`config.mk`:
```
export PLATFORM = sky130hd
export DESIGN_NAME = r5p_gpr_warb
export DESIGN_NICKNAME = d
export VERILOG_FILES = /design/src/rtl/riscv_isa_pkg.sv /design/src/rtl/r5p_gpr_scb.sv /design/src/rtl/r5p_gpr_warb.sv
export SDC_FILE = /design/constraint.sdc
export NUM_CORES = 1
export LEC_CHECK = 0
export BUFFER_PORTS_ARGS = -buffer_cell sky130_fd_sc_hd__buf_2
export CAP_MARGIN = 15
export CORE_UTILIZATION = 45
export CTS_CLUSTER_DIAMETER = 60
export DETAILED_ROUTE_END_ITERATION = 10
export HOLD_SLACK_MARGIN = 0.06
export PLACE_DENSITY = 0.79
export SETUP_SLACK_MARGIN = 0.3
export SYNTH_ARGS = -nofsm -noshare
export SYNTH_HDL_FRONTEND = slang
export SYNTH_SLANG_ARGS = --single-unit
```
`constraint.sdc`:
```
create_clock -name clk -period 2.9 [get_ports clk]
set_input_delay 0.58 -clock clk [delete_from_list [all_inputs] [get_ports clk]]
set_output_delay 0.58 -clock clk [all_outputs]
set_load 0.005 [all_outputs]
```
`src/rtl/riscv_isa_pkg.sv`:
```
// Shared R5P core types used by the GPR write-port arbiter.
// wbu_t     : source that owns the register-file write port in a given cycle.
// warb_st_t : state of the write-port arbiter starvation FSM.
package riscv_isa_pkg;

    localparam int unsigned GPR_AW = 5;                 // GPR address width
    localparam int unsigned GPR_N  = 32;                // number of GPRs
    localparam int unsigned WCNT_W = 4;                 // wait counter width, covers WAIT_MAX up to 15

    // Write-port owner for the current cycle
    typedef enum logic [1:0] {
        WBU_NONE = 2'd0,
        WBU_PIP  = 2'd1,
        WBU_MDU  = 2'd2
    } wbu_t;

    // Arbiter FSM state
    typedef enum logic [1:0] {
        IDLE  = 2'd0,
        WAIT  = 2'd1,
        FORCE = 2'd2
    } warb_st_t;

endpackage

```
`src/rtl/r5p_gpr_scb.sv`:
```
// Pending-destination scoreboard for in-flight MDU results.
// Ports:
//   clk, rst          clock, synchronous active-high reset
//   set_vld, set_adr  mark a destination pending (issue)
//   clr_vld, clr_adr  release a destination (accepted result)
//   rs1, rs2, rd      decoder addresses for the hazard lookup
//   pend              registered scoreboard, bit 0 always 0
//   hzd               any looked-up address is pending
module r5p_gpr_scb
    import riscv_isa_pkg::*;
(
    input  logic              clk,
    input  logic              rst,
    input  logic              set_vld,
    input  logic [GPR_AW-1:0] set_adr,
    input  logic              clr_vld,
    input  logic [GPR_AW-1:0] clr_adr,
    input  logic [GPR_AW-1:0] rs1,
    input  logic [GPR_AW-1:0] rs2,
    input  logic [GPR_AW-1:0] rd,
    output logic [GPR_N-1:0]  pend,
    output logic              hzd
);

    logic [GPR_N-1:0] set_msk;
    logic [GPR_N-1:0] clr_msk;
    logic [GPR_N-1:0] pend_nxt;

    // Set is applied after clear so a same-address collision leaves the bit set
    always_comb begin
        set_msk  = set_vld ? (GPR_N'(1) << set_adr) : '0;
        clr_msk  = clr_vld ? (GPR_N'(1) << clr_adr) : '0;
        pend_nxt = ((pend & ~clr_msk) | set_msk) & ~GPR_N'(1);
    end

    always_ff @(posedge clk) begin
        if (rst) begin
            pend <= '0;
        end else begin
            pend <= pend_nxt;
        end
    end

    // Lookup uses the registered state only; x0 can never hit since bit 0 stays 0
    always_comb begin
        hzd = pend[rs1] | pend[rs2] | pend[rd];
    end

endmodule

```
`src/rtl/r5p_gpr_warb.sv`:
```
// GPR write-port arbiter and MDU result scheduler.
// The pipeline write-back has priority; the MDU takes the port when it is free,
// when its result targets x0, or after WAIT_MAX blocked cycles via a one-cycle
// FORCE that stalls the pipeline write.
// Ports:
//   clk, rst                   clock, synchronous active-high reset
//   pip_wen/adr/dat, pip_stl   write-back request and stall (re-present when stalled)
//   mdu_vld/adr/dat, mdu_rdy   MDU result handshake
//   iss_vld, iss_rd            MDU issue, marks destination pending
//   dec_rs1/rs2/rd, dec_hzd    decode hazard lookup
//   gpr_wen/adr/dat            registered register-file write port
//   pend                       pending-destination scoreboard
module r5p_gpr_warb
    import riscv_isa_pkg::*;
#(
    parameter int unsigned XLEN     = 32,
    parameter int unsigned WAIT_MAX = 4
)(
    input  logic              clk,
    input  logic              rst,
    input  logic              pip_wen,
    input  logic [GPR_AW-1:0] pip_adr,
    input  logic [XLEN-1:0]   pip_dat,
    output logic              pip_stl,
    input  logic              mdu_vld,
    input  logic [GPR_AW-1:0] mdu_adr,
    input  logic [XLEN-1:0]   mdu_dat,
    output logic              mdu_rdy,
    input  logic              iss_vld,
    input  logic [GPR_AW-1:0] iss_rd,
    input  logic [GPR_AW-1:0] dec_rs1,
    input  logic [GPR_AW-1:0] dec_rs2,
    input  logic [GPR_AW-1:0] dec_rd,
    output logic              dec_hzd,
    output logic              gpr_wen,
    output logic [GPR_AW-1:0] gpr_adr,
    output logic [XLEN-1:0]   gpr_dat,
    output logic [GPR_N-1:0]  pend
);

    warb_st_t          st;
    logic [WCNT_W-1:0] cnt;
    logic              port_busy;
    logic              mdu_x0;
    logic              blocked;
    logic              scb_set;
    logic              scb_clr;
    wbu_t              win;

    // Grant decode; a pipeline write to x0 leaves the port free
    always_comb begin
        port_busy = pip_wen && (pip_adr != '0);
        mdu_x0    = (mdu_adr == '0);
        mdu_rdy   = mdu_vld && (!port_busy || (st == FORCE) || mdu_x0);
        pip_stl   = (st == FORCE);
        blocked   = mdu_vld && !mdu_rdy;
        scb_set   = iss_vld && (iss_rd != '0);
        scb_clr   = mdu_rdy && !mdu_x0;
        win       = WBU_NONE;
        if (scb_clr) begin
            win = WBU_MDU;
        end else if (port_busy && !pip_stl) begin
            win = WBU_PIP;
        end
    end

    // Starvation FSM: count blocked cycles, then force one MDU grant
    always_ff @(posedge clk) begin
        if (rst) begin
            st  <= IDLE;
            cnt <= '0;
        end else begin
            case (st)
                IDLE: begin
                    if (blocked) begin
                        st  <= WAIT;
                        cnt <= WCNT_W'(1);
                    end
                end
                WAIT: begin
                    if (mdu_rdy) begin
                        st  <= IDLE;
                        cnt <= '0;
                    end else if (cnt == WCNT_W'(WAIT_MAX)) begin
                        st <= FORCE;
                    end else begin
                        cnt <= cnt + WCNT_W'(1);
                    end
                end
                FORCE: begin
                    st  <= IDLE;
                    cnt <= '0;
                end
                default: begin
                    st  <= IDLE;
                    cnt <= '0;
                end
            endcase
        end
    end

    // Registered write port; address/data hold when nothing wins
    always_ff @(posedge clk) begin
        if (rst) begin
            gpr_wen <= 1'b0;
            gpr_adr <= '0;
            gpr_dat <= '0;
        end else begin
            gpr_wen <= (win != WBU_NONE);
            case (win)
                WBU_MDU: begin
                    gpr_adr <= mdu_adr;
                    gpr_dat <= mdu_dat;
                end
                WBU_PIP: begin
                    gpr_adr <= pip_adr;
                    gpr_dat <= pip_dat;
                end
                default: begin
                end
            endcase
        end
    end

    r5p_gpr_scb u_scb (
        .clk     (clk),
        .rst     (rst),
        .set_vld (scb_set),
        .set_adr (iss_rd),
        .clr_vld (scb_clr),
        .clr_adr (mdu_adr),
        .rs1     (dec_rs1),
        .rs2     (dec_rs2),
        .rd      (dec_rd),
        .pend    (pend),
        .hzd     (dec_hzd)
    );

    // MDU must hold its result while waiting for the port
    a_mdu_hold: assert property (@(posedge clk) disable iff (rst)
        (st == WAIT) |-> mdu_vld);

    // Issue to a pending rd is only legal when that rd is being released this cycle
    a_iss_pend: assert property (@(posedge clk) disable iff (rst)
        scb_set |-> (!pend[iss_rd] || (scb_clr && (mdu_adr == iss_rd))));

endmodule

```
# Yosys cells after proc, flatten, opt, wreduce, memory -nomap -nowiden
# Cells that the tools add are included.
# totals
reg_bits	76
in_bits	99
out_inout_bits	73
word_cells	66
# classes
n_addsub	1
order_cmp	3
eq_ne	8
shift	2
mux	20
bitwise	5
reduce_logical	20
# ops
cell	count
two-way mux 32 bit	2
case mux 32 bit (2 select lines)	1
left shift 1 x 5 -> 32 bit (first input constant)	2
AND 32 bit	1
NOT 32 bit	1
OR 32 bit	1
< comparator 5 x 6 -> 1 bit (second input constant)	3
binary-select mux 1 bit (select 5 bit)	3
two-way mux 4 bit	3
case mux 5 bit (2 select lines)	1
nonzero test 5 bit	2
two-way mux 2 bit	4
case mux 4 bit (2 select lines)	1
logical AND 1 bit	6
inequality test 3 bit (second input constant)	2
zero test 5 bit	1
adder 4 x 1 -> 4 bit (second input constant)	1
equality test 2 x 1 -> 1 bit (second input constant)	2
equality test 2 bit (second input constant)	2
equality test 4 x 3 -> 1 bit (second input constant)	1
zero test 1 bit	4
two-way mux 1 bit	4
case mux 2 bit (2 select lines)	1
AND reduction 2 bit	2
other kinds (5)	8

# Longest topological paths before layout
# Gate-level depths: netlist of the first run.
# depth
depth_word	11
ltp_mapped	7

# Cells and area by module
# A second synthesis of the first run with hierarchy kept.
# unflattened
cells_unflattened	460
area_unflattened_um2	4374.2
# by_module_without_submodules
mod	instances	cells_per_inst	area_per_inst_um2	seq_area_each_um2
r5p_gpr_warb	1	219	2233.4	880.8
r5p_gpr_scb	1	241	2140.8	620.6

# Worst setup path before layout of the first run
# Ideal clock, no wire load.
# synth_timing
kind	input-to-output
from	input dec_rd[2]
to	output dec_hzd
arrival_time_ns	2.151
slack_ns	0.169
stages	6
n_path_buf	1
path_cell_list	clkbuf_1 > mux2_2 > a221oi_1 > or4_1 > o2111ai_1 > or4b_1
# synth_between
elab_chain_len	3
# synth_rtl
item	line_no	rtl
start, declared	r5p_gpr_warb.sv:33	input logic [GPR_AW-1:0] dec_rd,
binary-select mux 1 bit (select 5 bit)	r5p_gpr_scb.sv:46	hzd = pend[rs1] | pend[rs2] | pend[rd];
two-way mux 1 bit (not written as such)	r5p_gpr_scb.sv:46	
OR 1 bit	r5p_gpr_scb.sv:46	
end, declared	r5p_gpr_warb.sv:34	output logic dec_hzd,
# No other way between the ends. The select of a mux whose other input is x is not followed.

# Worst setup path in the final report of the first run
# layout_timing
from	input dec_rs2[1]
to	output dec_hzd
# layout_between
elab_chain_len	4
# layout_rtl
item	line_no	rtl
start, declared	r5p_gpr_warb.sv:32	input logic [GPR_AW-1:0] dec_rs2,
binary-select mux 1 bit (select 5 bit)	r5p_gpr_scb.sv:46	
two-way mux 1 bit (not written as such)	r5p_gpr_scb.sv:46	
OR 1 bit (2 in a row)	r5p_gpr_scb.sv:46	
# No other way between the ends. The select of a mux whose other input is x is not followed.

==> results of run 1 <==
## repair_timing
action	CTS	global route
resized for setup	8	8
setup buffers	0	0
gates cloned	0	0
endpoints found under the setup margin	1	1
pin swaps	1	1
## sequential cells by signal (all words and copies together), names as in the netlist
signal / count
gpr_dat: 32
u_scb.pend: 31
gpr_adr: 5
cnt: 4
st: 2
gpr_wen: 1
## stage by stage
| step | utilization (%) | instances | hold WS [ns] | setup WS [ns] |
|---|---|---|---|---|
| 2_1_floorplan | - | 481 | 0.470 | 0.302 |
| 3_3_place_gp | 56.2 | 734 | 0.469 | 0.00251 |
| 3_5_place_dp | 56.2 | 734 | 0.487 | 0.00282 |
| 4_1_cts | 58.4 | 749 | 0.461 | 0.101 |
| 5_1_grt | 58.6 | 749 | 0.454 | 0.00656 |
| 6_report | 58.6 | 749 | 0.462 | 0.100 |
## layout by cell type, fill, tap and decap left out, drive strengths merged, types with 5 or more instances in the layout
cell type / count
a311oi: 5
mux4: 17
a21oi: 36
nor2: 50
inv: 7
mux2i: 44
nor2b: 8
o21ai: 38
clkbuf: 10
nand3: 19
dfxtp: 75
nand2b: 6
nand2: 42
a211oi: 35
buf: 181
## worst reg2reg max path: cells and delay by family, from the launching register on
family | cells | cell delay (ns)
buf+inv | 1 | 0.21
flops | 1 | 0.40
compound gates | 3 | 0.45
simple gates | 2 | 0.67
## cell families (layout without fill, tap and decap cells)
logic type | after synthesis | in the layout | share of synthesized area (%)
multiplexers | 64 | 64 | 20.6
AO/OA/AOI/OAI | 127 | 127 | 18.8
other | 1 | 1 | 0.0885
flip-flops | 75 | 75 | 35.5
buffers and inverters | 46 | 203 | 5.08
adder cells (fa/ha/maj) | 2 | 2 | 0.591
AND/OR/NAND/NOR | 166 | 166 | 19.4
## report_power, final
part / total, mW / switching (mW) / internal [mW]
clock: 0.761 / 0.371 / 0.389
sequential: 1.11 / 0.0347 / 1.08
combinational: 0.420 / 0.222 / 0.197
total: 2.30 / 0.628 / 1.67
## worst max-delay path by stage
stage	start	to	slack, ns	cells past startpoint
after CTS	dec_rs2[1]	dec_hzd	0.10	7
final	dec_rs2[1]	dec_hzd	0.10	7
after detailed placement	dec_rs2[0]	dec_hzd	0.003	7
after floorplan	dec_rs1[0]	dec_hzd	0.30	6
after global routing	dec_rs2[0]	dec_hzd	0.007	7
after global placement	dec_rs2[0]	dec_hzd	0.003	7
## metal layers
| metal | share of wire [%] | wire (µm) |
|---|---|---|
| met4 | 2.6 | 350 |
| met2 | 47 | 6360 |
| met1 | 41 | 5520 |
| met3 | 9.4 | 1270 |
| met5 | 0 | 0 |
## cell type report
class	count	area, µm²	share of cell area (%)
well taps	111	139	2.58
multi-input cells	360	2550	47.3
clock inverters	5	55.1	1.02
clock buffers	10	128	2.37
repair buffers	181	981	18.2
flip-flops and latches	75	1510	28.0
inverters	7	26.3	0.488
==> reports/qor.yml, run 1 <==
outcome:
  outcome: "complete, no violations"
sta:
  fin_crit_ns: 2.80
  maxSlewHeadroom_pct: 53.6
  final_max_slew_viol_count: 0
  tns_ns: 0
  setup-violations-final: 0
  tightest_slew_ns: 0.697
  finClkSkew_ns: 0.00651
  period_share_pct: 96.5
  clock.fmax_mhz: 357
  rsz0062_at_grt: "true"
  final-hold-violation-count: 0
synth:
  yosysWarnings: 0
  netlist_instances: 481
  avgSynthCellArea_um2: 8.81
  synth_commonest_cells: "75 x dfxtp_1, 50 x nor2_1, 44 x mux2i_1"
  synth_cell_types: 54
  synth_edf_count: 0
  yosysMostFrequentCell: "dfxtp_1"
  async_reset_ff_share_pct: 0
  yosysTopAreaCell: "dfxtp_1"
  ys_top_cells_by_area: "dfxtp_1 35%, mux2i_1 10%, mux4_2 6.9%, a211oi_1 6.2%, nor2_1 4.4%"
  synth_top_area_share_pct: 35.5
  synth-seq-cells: 75
  netlist_area_um2: 4240
  synthFlopType: "dfxtp_1"
  ys_seq_area_share_pct: 35.5
  synth_nets: 582
cts:
  cts_buffers: 9
  clk_pin_slew_worst_paths_ns: 0.07
  htreeDepth: 3
  cts_hold_buf: 0
  cts_buffer_depth: 2
  root_buffer: "clkbuf_8"
  clk_latency_ns: 0.35
  cts_tree: "done"
  cts_sinks: 75
global_route:
  grt_max_degree: 75
  grt_usage_pct: 27.7
  antenna_found_initial: 0
  met1_usage_pct: 34.8
  grt_pass1_wl_um: 21500
  busiest_layer: "met2"
  first_global_vias: 4306
  grt_overflow: 0
  met2_usage_pct: 46.4
  grt_use_met3_pct: 6.24
floorplanning:
  fp-row-count: 35
  die_w_um: 99.0
  dieArea_um2: 9800
  start_util_pct: 46.1
  dieHeight_um: 99.0
  num_io_pins: 172
  core_um2: 9200
worst_setup_path:
  crit_path_start_kind: "input port"
  path_class: "input port to output port"
  cp_cell_sequence: "buf_4 > mux2_2 > or3_2 > nand4_1 > o2111ai_1 > or4b_1 > buf_2"
  cp_top_family: "simple AND/OR/NAND/NOR gates"
  worst-path-max-fanout: 4
  crit_required_ns: 2.32
  rrSetupSlack_ns: 1.04
  r2r-end: "u_scb.pend[4]"
  slowest_stage: "or4b_1"
  crit_arrival_ns: 2.22
  reg2reg_depth: 6
  cpPeakStageDelay_ns: 0.47
  crit_buf_inv: 2
  r2r-start: "st[0]"
  end_kind: "output port"
hold_path:
  min_to: "u_scb.pend[5]"
  min_from: "rst"
  hold-path-cell-count: 2
  hold_class: "input port to flop"
detailed_routing:
  totalWireLength_um: 13500
  drt-initial-drc-count: 420
  dr.pass1.iters: 5
  wl_per_cell_um: 18.0
  viasPerCell: 5.97
  ant_nets: 0
  vias: 4473
  drc: 0
power_and_ir_drop:
  power_density_nw_per_um2: 426
  power_mw: 2.30
  p_leak_nw: 2.41
  peakVddDrop_mv: 0.377
place:
  gp_congestion: 0.974
  dp_hpwl_um: 10100
  placed_area_um2: 5170
  port_buffers: 170
run:
  maxCapViolations: 0
finish:
  fillers: 845
  area_growth_pct: 27.2
  finalInstanceArea_um2: 5390
  drive_gt1_share_pct: 35.9
  fin_nets: 735
  antenna-diode-count: 0
Power figures use the tool's default switching activity.
==> run 2, diff against run 1 <==
Settings changed: BUFFER_PORTS_ARGS -buffer_cell sky130_fd_sc_hd__buf_2 to not set, DONT_BUFFER_PORTS set to 1, PLACE_DENSITY 0.79 to 0.64.
==> reports/qor.yml, run 2 (synthesized netlist as in run 1, its figures left out) <==
outcome:
  outcome: "complete, no violations"
worst_setup_path:
  worst-path-max-fanout: 5
  crit_buf_inv: 0
  cp_cell_sequence: "mux4_2 > mux2i_1 > mux2i_1 > a21oi_1 > or4b_4"
  slowest_stage: "or4b_4"
  crit_path_start_kind: "flop"
  cp_common_cell: "mux2i_1"
  crit_arrival_ns: 2.09
  end_kind: "output port"
  crit_required_ns: 2.32
  cpPeakStageDelay_ns: 0.48
  cp_top_family: "multiplexers"
  path_class: "flop to output port"
cts:
  cts_hold_buf: 0
  cts_tree: "done"
  cts_buffer_depth: 2
  cts_sinks: 75
  cts_buffers: 9
  htreeDepth: 3
  post-cts-setup-buffers: 0
  clk_pin_slew_worst_paths_ns: 0.08
  root_buffer: "clkbuf_8"
  clk_latency_ns: 0.35
finish:
  layout_common_cells: "49 x nor2_1, 47 x dfxtp_1, 44 x mux2i_1"
  drive_gt1_share_pct: 16.8
  stdcell_count: 570
  antenna-diode-count: 0
  reg_top3: "gpr_dat: 32 flops, u_scb.pend: 31 flops, gpr_adr: 5 flops"
  fillers: 887
  fin_nets: 556
  area_growth_pct: 9.01
  layout_commonest_cell: "nor2_1"
  largest_reg_flops: 32
  max_flop_register: "gpr_dat"
  finalInstanceArea_um2: 4620
power_and_ir_drop:
  p_leak_nw: 1.67
  power_density_nw_per_um2: 537
  peakVddDrop_mv: 0.308
floorplanning:
  start_util_pct: 46.1
  fp-row-count: 35
  core_um2: 9200
  num_io_pins: 172
  dieHeight_um: 99.0
  dieArea_um2: 9800
  die_w_um: 99.0
sta:
  period_share_pct: 92.1
  setup-violations-final: 0
  tightest_slew_ns: 0.521
  fin_crit_ns: 2.67
  final_max_slew_viol_count: 0
  maxSlewHeadroom_pct: 64.9
  finClkSkew_ns: 0.00912
  final-hold-violation-count: 0
  rsz0062_at_grt: "true"
  clock.fmax_mhz: 374
  tns_ns: 0
detailed_routing:
  totalWireLength_um: 11900
  vias: 3645
  wl_per_cell_um: 20.9
  viasPerCell: 6.39
  drc: 0
  dr.pass1.iters: 4
  ant_nets: 0
  drt-initial-drc-count: 185
global_route:
  grt_pass1_wl_um: 18600
  grt_overflow: 0
  grt_usage_pct: 24.3
  antenna_found_initial: 0
  grt_max_degree: 77
  first_global_vias: 3658
place:
  placed_area_um2: 4250
  dp_cells: 555
  port_buffers: 0
  dp_hpwl_um: 8900
  gp_congestion: 0.864
hold_path:
  hold_class: "input port to flop"
run:
  maxCapViolations: 0
run 2: cell count changes in the layout (fill, tap and decap cells not counted), moves of 4 or more:
cell,previous run,this run
dfxtp_4,0,5
dfxtp_1,69,47
bufinv_16,1,5
dfxtp_2,6,23
buf_4,13,0
buf_2,164,0
run 2: layout make-up:
class / count / area, µm² / area share [%]
Clock inverter: 5 / 150 / 3.25
Tap cell: 111 / 139 / 3.01
Multi-Input combinational cell: 360 / 2580 / 56.0
Timing Repair Buffer: 2 / 40.0 / 0.867
Sequential cell: 75 / 1550 / 33.6
Clock buffer: 10 / 128 / 2.76
Inverter: 7 / 26.3 / 0.569
run 2: per-layer routing:
layer | global-route usage [%] | share of wire [%] | vias up
li1 | - | - | 1725
met1 | 27.1 | 38 | 1689
met2 | 41.3 | 48 | 206
met3 | 8.65 | 11 | 25
met4 | 11.6 | 2.5 | 0
met5 | 0 | 0 | -
run 2: final timing paths:
path / cells after the start / endpoint / slack, ns / start
min reg2reg: 2 / gpr_adr[3] / 0.50 / gpr_adr[3]
max: 5 / dec_hzd / 0.23 / u_scb.pend[29]
min: 1 / gpr_dat[27] / 0.30 / rst
max reg2reg: 5 / cnt[0] / 0.87 / st[0]
run 2: where the power goes:
| group | total [mW] | internal (mW) | switching, mW | leakage (nW) |
|---|---|---|---|---|
| clock network | 1.12 | 0.741 | 0.378 | 0.137 |
| logic | 0.232 | 0.115 | 0.117 | 0.907 |
| registers | 1.13 | 1.08 | 0.0491 | 0.631 |
run 2: repair_timing:
item	in CTS	in global routing
setup endpoints to repair	1	1
resized for setup	25	16
pin swaps	4	3
run 2: metrics by stage:
stage	setup slack, ns	power (mW)	hold slack [ns]	utilization [%]
floorplan	0.302	1.37	0.470	-
global placement	0.337	1.37	0.487	46.2
detailed placement	0.309	1.38	0.490	46.2
CTS	0.209	2.49	0.278	49.7
global route	0.130	2.57	0.283	50.2
finish	0.228	2.48	0.302	50.2
run 2: worst register-to-register path, cell delays in order (launching register included):
cell,delay (ns)
dfxtp_1,0.51
nand2b_1,0.29
o211ai_4,0.19
buf_12,0.23
or3_1,0.42
a311oi_1,0.29
==> run 3, diff against run 2 <==
Settings changed: ABC_AREA set to 1, SYNTH_HIERARCHICAL set to 1.
Clock period 2.9 ns to 3.3 ns, I/O delays scaled along.
==> reports/qor.yml, run 3 <==
outcome:
  outcome: "complete, no violations"
sta:
  tns_ns: 0
  final_max_slew_viol_count: 0
  rsz0062_at_grt: "false"
  clock.fmax_mhz: 448
  setup-violations-final: 0
  finClkSkew_ns: 0.0122
  period_share_pct: 67.6
  tightest_slew_ns: 0.927
  fin_crit_ns: 2.23
  layout_setup_ws_ns: 1.07
  maxSlewHeadroom_pct: 38.0
  timing.hold.ws_ns: 0.378
  final-hold-violation-count: 0
cts:
  cts_buffer_depth: 2
  htreeDepth: 3
  cts_tree: "done"
  cts_buffers: 9
  post-cts-setup-buffers: 0
  cts_sinks: 75
  postCtsResizedCells: 0
  clk_pin_slew_worst_paths_ns: 0.08
  cts_hold_buf: 0
  clk_latency_ns: 0.35
  root_buffer: "clkbuf_8"
run:
  maxCapViolations: 0
worst_setup_path:
  cpPeakStageDelay_ns: 0.52
  r2r-end: "u_scb/pend[6]"
  slowest_stage: "dfxtp_1"
  crit_buf_inv: 0
  cp_cell_sequence: "nor2_1 > nor2_1 > nand2_1 > nand3_1 > nand3_1 > nand3b_1 > nand2_1 > nand3_1"
  crit_required_ns: 2.64
  cp_top_family: "simple AND/OR/NAND/NOR gates"
  end_kind: "output port"
  rrSetupSlack_ns: 1.20
  path_class: "flop to output port"
  crit_path_start_kind: "flop"
  r2r-start: "st[1]"
  cp_common_cell: "nand3_1"
  worst-path-max-fanout: 5
  reg2reg_depth: 11
  crit_arrival_ns: 1.57
finish:
  largest_reg_flops: 32
  multiInputGateArea_um2: 2530
  antenna-diode-count: 0
  fillers: 1048
  stdcell_count: 826
  fin_nets: 790
  area_growth_pct: 1.61
  max_flop_register: "gpr_dat"
  finalInstanceArea_um2: 4650
  drive_gt1_share_pct: 5.77
  reg_top3: "gpr_dat: 32 flops, u_scb/pend: 31 flops, gpr_adr: 5 flops"
  register_area_um2: 1500
  layout_commonest_cell: "nand2_1"
  layout_common_cells: "203 x nand2_1, 123 x nand3_1, 75 x dfxtp_1"
place:
  placed_area_um2: 4480
  dp_hpwl_um: 10900
  dp_slack_ns: 0.941
  port_buffers: 0
  gp_congestion: 0.878
  dp_cells: 811
global_route:
  antenna_found_initial: 0
  grt_max_degree: 47
  grt_pass1_wl_um: 21700
  grt_overflow: 0
  grt_usage_pct: 27.4
  first_global_vias: 4371
power_and_ir_drop:
  power_density_nw_per_um2: 413
  peakVddDrop_mv: 0.250
  p_leak_nw: 1.88
floorplanning:
  num_io_pins: 172
  fp-row-count: 36
  core_um2: 9820
  die_w_um: 103
  dieHeight_um: 103
  dieArea_um2: 10600
  start_util_pct: 46.6
synth:
  yosysMostFrequentCell: "nand2_1"
  synthFlopType: "dfxtp_1"
  synthSimpleGateAreaFrac_pct: 36.9
  netlist_instances: 721
  yosysTopAreaCell: "dfxtp_1"
  synth-seq-cells: 75
  synth_nets: 822
  netlist_area_um2: 4580
  async_reset_ff_share_pct: 0
  yosysWarnings: 6
  synth_top_family_by_area: "simple AND/OR/NAND/NOR gates"
  synth_compound_area_share_pct: 17.3
  synth_commonest_cells: "203 x nand2_1, 123 x nand3_1, 75 x dfxtp_1"
  yosys.area_share.adder_pct: 0.546
  synth_cell_types: 35
  synth_top_area_share_pct: 32.8
  synth-xor-area-share_pct: 0.191
  yosys-mux-area-fraction_pct: 0
  ys_seq_area_share_pct: 32.8
  ys_top_cells_by_area: "dfxtp_1 33%, nand2_1 17%, nand3_1 13%, o21ai_0 5.2%, a31oi_1 5.2%"
  avgSynthCellArea_um2: 6.35
  synth_edf_count: 0
detailed_routing:
  drc: 0
  dr.pass1.iters: 6
  totalWireLength_um: 14700
  wl_per_cell_um: 17.8
  ant_nets: 0
  viasPerCell: 5.81
  drt-initial-drc-count: 280
  vias: 4797
hold_path:
  min_to: "st[1]"
  hold-path-cell-count: 1
  min_from: "rst"
  hold_class: "input port to flop"
## run 3: cells by family (layout without fill, tap and decap cells)
logic type | Yosys count | after routing
xor+xnor | 1 | 1
simple gates | 385 | 385
buf+inv | 111 | 83
flops | 75 | 75
other cells | 1 | 1
fa+ha+maj | 2 | 2
compound gates | 146 | 146
## run 3: per-layer routing
layer  track usage, %  wire, µm  vias to the layer above  part of all wire (%)
li1                 -         -                     2345                     -
met1             29.8      5260                     2141                    36
met2             47.6      7260                      283                    49
met3             9.56      1740                       28                    12
met4             12.9       461                        0                   3.1
met5                0         0                        -                     0
## run 3: cell type report
cell class                 instances  area share, %
tap                              133           3.58
timing repair buffer               6          0.968
multi-input combinational        535           54.3
clock inverter                     3          0.860
inverter                          62           5.11
clock buffer                      12           2.90
sequential                        75           32.3
## run 3: through the flow
| step | power, mW | utilization [%] |
|---|---|---|
| final | 1.92 | 47.4 |
| after global routing | 2.03 | 47.4 |
| after CTS | 1.94 | 47.4 |
| after detailed placement | 1.28 | 45.6 |
| after global placement | 1.27 | 45.6 |
| after floorplan | 1.26 | - |
## run 3: worst max-delay path by stage
stage / startpoint / endpoint / cells after the start
4_1_cts: u_scb/pend[8] / dec_hzd / 8
3_5_place_dp: pip_wen / u_scb/pend[6] / 10
3_3_place_gp: pip_wen / u_scb/pend[28] / 10
6_report: u_scb/pend[8] / dec_hzd / 8
2_1_floorplan: dec_rs1[0] / dec_hzd / 10
5_1_grt: st[1] / u_scb/pend[12] / 11
## run 3: worst reg2reg max path: cells and delay by family, from the launching register on
family | cells | cell delay [ns]
flip-flops | 1 | 0.34
AO/OA/AOI/OAI | 2 | 0.37
buffers and inverters | 3 | 0.20
AND/OR/NAND/NOR | 6 | 1.09
## run 3: report_power, final
group / internal (mW) / switching [mW]
sequential: 0.953 / 0.0455
combinational: 0.0937 / 0.167
clock: 0.344 / 0.320
